$ cat config.mk
export PLATFORM = sky130hd
export DESIGN_NAME = bram_block_loader
export DESIGN_NICKNAME = d
export VERILOG_FILES = /design/src/rtl/bram_block_loader.sv
export SDC_FILE = /design/constraint.sdc
export NUM_CORES = 1
export LEC_CHECK = 0
export CORE_UTILIZATION = 53
export CTS_CLUSTER_DIAMETER = 40
export DETAILED_ROUTE_END_ITERATION = 10
export PLACE_DENSITY = 0.85
export SYNTH_ARGS = -nofsm -noshare
export SYNTH_HDL_FRONTEND = slang
export SYNTH_SLANG_ARGS = --single-unit
$ cat constraint.sdc
create_clock -name CLK100MHZ -period 2.5 [get_ports CLK100MHZ]
set_input_delay 0.5 -clock CLK100MHZ [delete_from_list [all_inputs] [get_ports CLK100MHZ]]
set_output_delay 0.5 -clock CLK100MHZ [all_outputs]
set_load 0.03 [all_outputs]
$ cat src/rtl/bram_block_loader.sv
// Streams bytes into consecutive BRAM port-A locations from a programmed base for a programmed count.
// Optional running byte checksum output is enabled with LOADER_CHECKSUM_EN.
module bram_block_loader #(
    parameter int unsigned DATA_W = 8,
    parameter int unsigned ADDR_W = 8,
    parameter int unsigned DEPTH  = 251
) (
    input  logic              CLK100MHZ,
    input  logic              reset,
    input  logic              start,
    input  logic [ADDR_W-1:0] base_addr,
    input  logic [ADDR_W:0]   length,
    input  logic [DATA_W-1:0] s_data,
    input  logic              s_valid,
    output logic              s_ready,
    input  logic              abort,
    output logic              ena,
    output logic              wea,
    output logic [ADDR_W-1:0] addra,
    output logic [DATA_W-1:0] dina,
    output logic              busy,
    output logic              done,
    output logic [ADDR_W:0]   count
`ifdef LOADER_CHECKSUM_EN
    ,
    output logic [DATA_W-1:0] checksum
`endif
);

    typedef enum logic [1:0] {
        S_IDLE,
        S_LOAD,
        S_DONE
    } state_t;

    localparam logic [ADDR_W-1:0] LAST_ADDR = ADDR_W'(DEPTH - 1);
    localparam logic [ADDR_W:0]   DEPTH_LEN = (ADDR_W + 1)'(DEPTH);
    localparam logic [ADDR_W:0]   ONE_LEFT  = (ADDR_W + 1)'(1);

    state_t            state;
    logic [ADDR_W-1:0] ptr;
    logic [ADDR_W:0]   remaining;
    logic [ADDR_W-1:0] start_ptr;
    logic [ADDR_W:0]   start_len;
    logic [ADDR_W-1:0] ptr_next;
    logic              hs;

    // abort masks ready so a byte offered in the abort cycle is never consumed
    assign s_ready = (state == S_LOAD) && !abort;
    assign hs      = s_valid && s_ready;

    always_comb begin
        start_ptr = base_addr;
        if ({1'b0, base_addr} >= DEPTH_LEN) begin
            start_ptr = '0;
        end
        start_len = length;
        if (length > DEPTH_LEN) begin
            start_len = DEPTH_LEN;
        end
        ptr_next = (ptr == LAST_ADDR) ? '0 : ptr + 1'b1;
    end

    always_ff @(posedge CLK100MHZ or negedge reset) begin
        if (!reset) begin
            state     <= S_IDLE;
            ptr       <= '0;
            remaining <= '0;
            ena       <= 1'b0;
            wea       <= 1'b0;
            addra     <= '0;
            dina      <= '0;
            busy      <= 1'b0;
            done      <= 1'b0;
            count     <= '0;
`ifdef LOADER_CHECKSUM_EN
            checksum  <= '0;
`endif
        end else begin
            ena <= 1'b0;
            wea <= 1'b0;
            case (state)
                S_IDLE, S_DONE: begin
                    if (start) begin
                        ptr       <= start_ptr;
                        remaining <= start_len;
                        count     <= '0;
`ifdef LOADER_CHECKSUM_EN
                        checksum  <= '0;
`endif
                        if (start_len == '0) begin
                            state <= S_DONE;
                            done  <= 1'b1;
                            busy  <= 1'b0;
                        end else begin
                            state <= S_LOAD;
                            done  <= 1'b0;
                            busy  <= 1'b1;
                        end
                    end
                end
                S_LOAD: begin
                    if (abort) begin
                        state <= S_IDLE;
                        busy  <= 1'b0;
                    end else if (hs) begin
                        ena       <= 1'b1;
                        wea       <= 1'b1;
                        addra     <= ptr;
                        dina      <= s_data;
                        ptr       <= ptr_next;
                        remaining <= remaining - 1'b1;
                        count     <= count + 1'b1;
`ifdef LOADER_CHECKSUM_EN
                        checksum  <= checksum + s_data;
`endif
                        // final byte: done rises together with its write strobe
                        if (remaining == ONE_LEFT) begin
                            state <= S_DONE;
                            busy  <= 1'b0;
                            done  <= 1'b1;
                        end
                    end
                end
                default: begin
                    state <= S_IDLE;
                    busy  <= 1'b0;
                end
            endcase
        end
    end

endmodule

# Word-level counts from Yosys, hierarchy flattened
# Index checks and enable logic that the tools add are counted.
# classes
n_addsub,3
n_lt_le_gt_ge,2
n_eq_ne,10
n_mux,36
n_bitwise,1
reduce_logical,11
# ops
cell,n
$mux 9,7
$mux 8,5
$pmux 9 s2,2
$pmux 8 s2,1
$mux 1,13
$mux 2,5
$add 9x1->9 const B,1
$eq 9x1->1 const B,1
$gt 9x8->1 const B,1
$logic_not 9->1,1
$sub 9x1->9 const B,1
$add 8x1->8 const B,1
$eq 8x8->1 const B,1
$ge 8x8->1 const B,1
$ne 2x2->1 const B,3
$reduce_and 3->1,2
$reduce_and 5->1,1
$pmux 1 s2,2
$pmux 2 s2,1
$reduce_and 4->1,1
$ne 3x2->1 const B,1
$ne 3x3->1 const B,1
$eq 2x1->1 const B,1
$eq 2x2->1 const B,1
other kinds (7),8
# word_totals
reg_bits,47
in_bits,30
out_inout_bits,30
wordCells,72

# Logic depth before layout (Yosys ltp)
# depth
word_depth,6
depth_mapped,6
depth_no_buf,6

# Least setup slack after synthesis
# Ideal clock, no wire load.
# synth_timing
kind,register to output
startpoint,"register, netlist name busy"
endpoint,output port s_ready
arrival_time_ns,1.269
slack_ns,0.731
path_stages_with_launch,4
path_cell_list,dfrtp_1 nand2b_2 buf_6 nor2_1
# synth_rtl
element,line,rtl
to (decl),15,"output logic s_ready,"

# Final worst setup path
# layout_timing
startpoint,register state[1]
endpoint,output port s_ready
# layout_via
elab_chain_cells,2
# layout_rtl
element,line,rtl
from (decl),40,state_t state;
from (signal assigned),66,state <= S_IDLE;
from (signal assigned),92,state <= S_DONE;
from (signal assigned),96,state <= S_LOAD;
$eq 2x1->1,49,assign s_ready = (state == S_LOAD) && !abort;
$logic_and 1x1->1,49,
# Every way passes these cells.

==> results.cfg <==
[power_and_ir_drop]
p_comb_frac = 0.357
p_int_mw = 1.63
power.total_mw = 2.57
p_per_area_nw_per_um2 = 819
p_sw_frac = 0.366
p_clk_frac = 0.215
p_leak_nw = 1.36
p_seq_frac = 0.428
power.switching_uw = 942
irDropWorstVdd_v = 0.000577

[flow_run]
maxCapViolCount = 0

[finish]
seqCellArea_sq_um = 1150
antenna_cells = 0
multiInputGateArea_sq_um = 1130
fill_cells = 321
fin_nets = 358
fin_util = 0.758
areaGrowthSynthToFinish_pct = 32.1
layout-drive-gt1-share = 0.0864

[global_route]
grt_max_degree = 24
grt_remaining_overflow = 0
grt_first_pass_wirelength_um = 9170
antenna_found_initial = 0
grt_usage = 0.264
grt_pass1_vias = 2053

[placed_design]
place_hpwl_um = 4260
gp_congestion = 0.879
port_buffers = 59
place_ws_ns = 0.231

[worst_setup_path]
cp_slowest_cell = clkdlybuf4s50_1
worst_r2r_endpoint = ptr[5]
critPathLaunchType = register
required_ns = 2.00
cp_top_family = buffers and inverters
crit_arrival_ns = 1.85
r2r_cells = 6
crit_type = register to primary output
path_max_fanout = 10
worstSetupEndpointType = primary output
worst-path-buf-inv = 1
cp_slowest_stage_delay_ns = 0.69
path_cells = nand2b_2 > nor2_1 > clkdlybuf4s50_1
r2r-start = ptr[0]
reg2reg_slack_ns = 0.77

[clock_tree]
cts.sinks = 46
clkSlewWorstSetupHoldPaths_ns = 0.09
ctsHoldBuffers = 0
cts_buffer_depth = 2
cts_root_buffer = clkbuf_8
cts_buffers = 5
cts_setup_buffers = 0
clk_latency_ns = 0.30
cts_tree = built
htreeDepth = 2
ctsResizeCount = 0

[sta]
fin_crit_ns = 2.35
fin_worst_skew_ns = 0.00292
finalSetupViolations = 0
relSlewSlack = 0.689
tightest_slew_ns = 0.465
setup_ws_ns = 0.149
fin_tns_setup_ns = 0
clock.fmax_mhz = 425
grt_setup_unrepaired = false
finalCritPeriodShare = 0.940
hold_ws_ns = 0.106
report.final.slew_viol_count = 0
finalHoldViolations = 0

[drt]
vias = 2167
dr.pass1.iters = 4
drtIter0Drc = 162
wl_per_cell_um = 15.1
avgViaCountPerCell = 5.79
drc = 0
ant_nets = 0
wl_um = 5640

[synth]
synth_top_area_share = 0.484
synthTopCellsByArea = dfrtp_1, nand2_1, o21ai_0
yosysWarnings = 0
ys_ff_latch = 46
synth_edf_count = 0
avgSynthCellArea_sq_um = 9.18
postSynth.asyncResetShare = 1.00
yosys-top-cells-count = nand2_1, dfrtp_1, nor2_1
ys_types = 54
syn_area_sq_um = 2380
synth_most_common_cell = nand2_1
syn_inst = 259
synth_largest_area_cell = dfrtp_1
synth_seq_area_share = 0.484
ys.flop_type = dfrtp_1
synth_nets = 294

[floorplan]
fp-row-count = 23
boundaryPins = 60
initial_core_util = 0.574
dieArea_sq_um = 4760
die_w_um = 69.0
coreArea_sq_um = 4140
die_h_um = 69.0

[hold_path]
min_path_type = input pin to asynchronous set/reset pin

[run_status]
status = completed
==> kinds of logic (layout without fill, tap and decap cells) <==
group / Yosys count / after routing / share of synthesized area
AOI/OAI and AO/OA: 56 / 56 / 0.161
and+or+nand+nor: 125 / 125 / 0.258
adders and majority gates: 5 / 5 / 0.0263
DFF: 46 / 46 / 0.484
xor gates and xnor gates: 7 / 7 / 0.0258
buffers and inverters: 19 / 84 / 0.0405
muxes: 1 / 1 / 0.00421
==> per-layer routing <==
metal / GRT usage / part of all wire / vias to the layer above
met5: 0 / 0 / -
met4: 0.122 / 0.016 / 0
met3: 0.0477 / 0.052 / 9
met2: 0.433 / 0.48 / 83
met1: 0.336 / 0.45 / 1026
li1: - / - / 1049
==> placed cells by master (no fill, tap or decap), drive strengths merged, types with 2 or more instances in the layout <==
master,netlist,final
or4,3,3
ha,5,5
clkdlybuf4s50,0,58
dfrtp,46,46
xor2,2,2
a21o,2,2
or3,2,2
clkbuf,4,6
a211o,2,2
nor4,3,3
a21oi,6,6
and3,2,2
o2bb2ai,3,3
buf,8,11
nand2b,2,2
xnor2,5,5
a211oi,2,2
inv,7,7
a32oi,2,2
and2b,2,2
nor2,20,20
nand2,63,63
a31oi,3,3
a221o,3,3
o21a,2,2
o21ai,18,18
nand3,9,9
o211ai,3,3
nor3,7,7
nand4,5,5
o31ai,2,2
==> sequential cells by signal, summed over array words and instances (netlist names) <==
| register | flops |
|---|---|
| addra | 8 |
| count | 9 |
| ptr | 8 |
| done | 1 |
| wea | 1 |
| state | 1 |
| dina | 8 |
| remaining | 9 |
| busy | 1 |
==> worst max-delay path by stage <==
stage / from / to / slack [ns] / depth (start not counted)
CTS: state[1] / s_ready / 0.15 / 3
global route: busy / s_ready / 0.05 / 3
finish: state[1] / s_ready / 0.15 / 3
global placement: abort / s_ready / 0.26 / 3
floorplan: busy / s_ready / 0.73 / 3
detailed placement: abort / s_ready / 0.23 / 3
==> power groups by stage <==
stage | clock (mW) | sequential [mW] | combinational [mW]
3_5_place_dp | 0 | 1.11 | 0.920
5_1_grt | 0.594 | 1.12 | 1.01
2_1_floorplan | 0 | 1.28 | 0.357
6_report | 0.553 | 1.10 | 0.920
3_3_place_gp | 0 | 1.10 | 0.899
4_1_cts | 0.560 | 1.09 | 0.925
==> area by class of cell <==
cell class,instances,area share
sequential,46,0.366
multi-input combinational,194,0.360
timing repair buffer,69,0.210
clock buffer,6,0.0231
tap,50,0.0199
clock inverter,2,0.0119
inverter,7,0.00836
==> metrics by stage <==
step	cells	instance area, sq um
final	374	3140
after global routing	374	3140
after CTS	374	3140
after detailed placement	366	3030
after global placement	366	3030
after floorplan	259	2380
==> worst reg2reg max path: stages, from the launching register on <==
cell	delay [ns]
dfrtp_1	0.44
inv_1	0.09
ha_1	0.15
nand3b_1	0.12
o21ai_0	0.39
o22ai_1	0.15
a221o_1	0.27
Power figures use the tool's default switching activity.
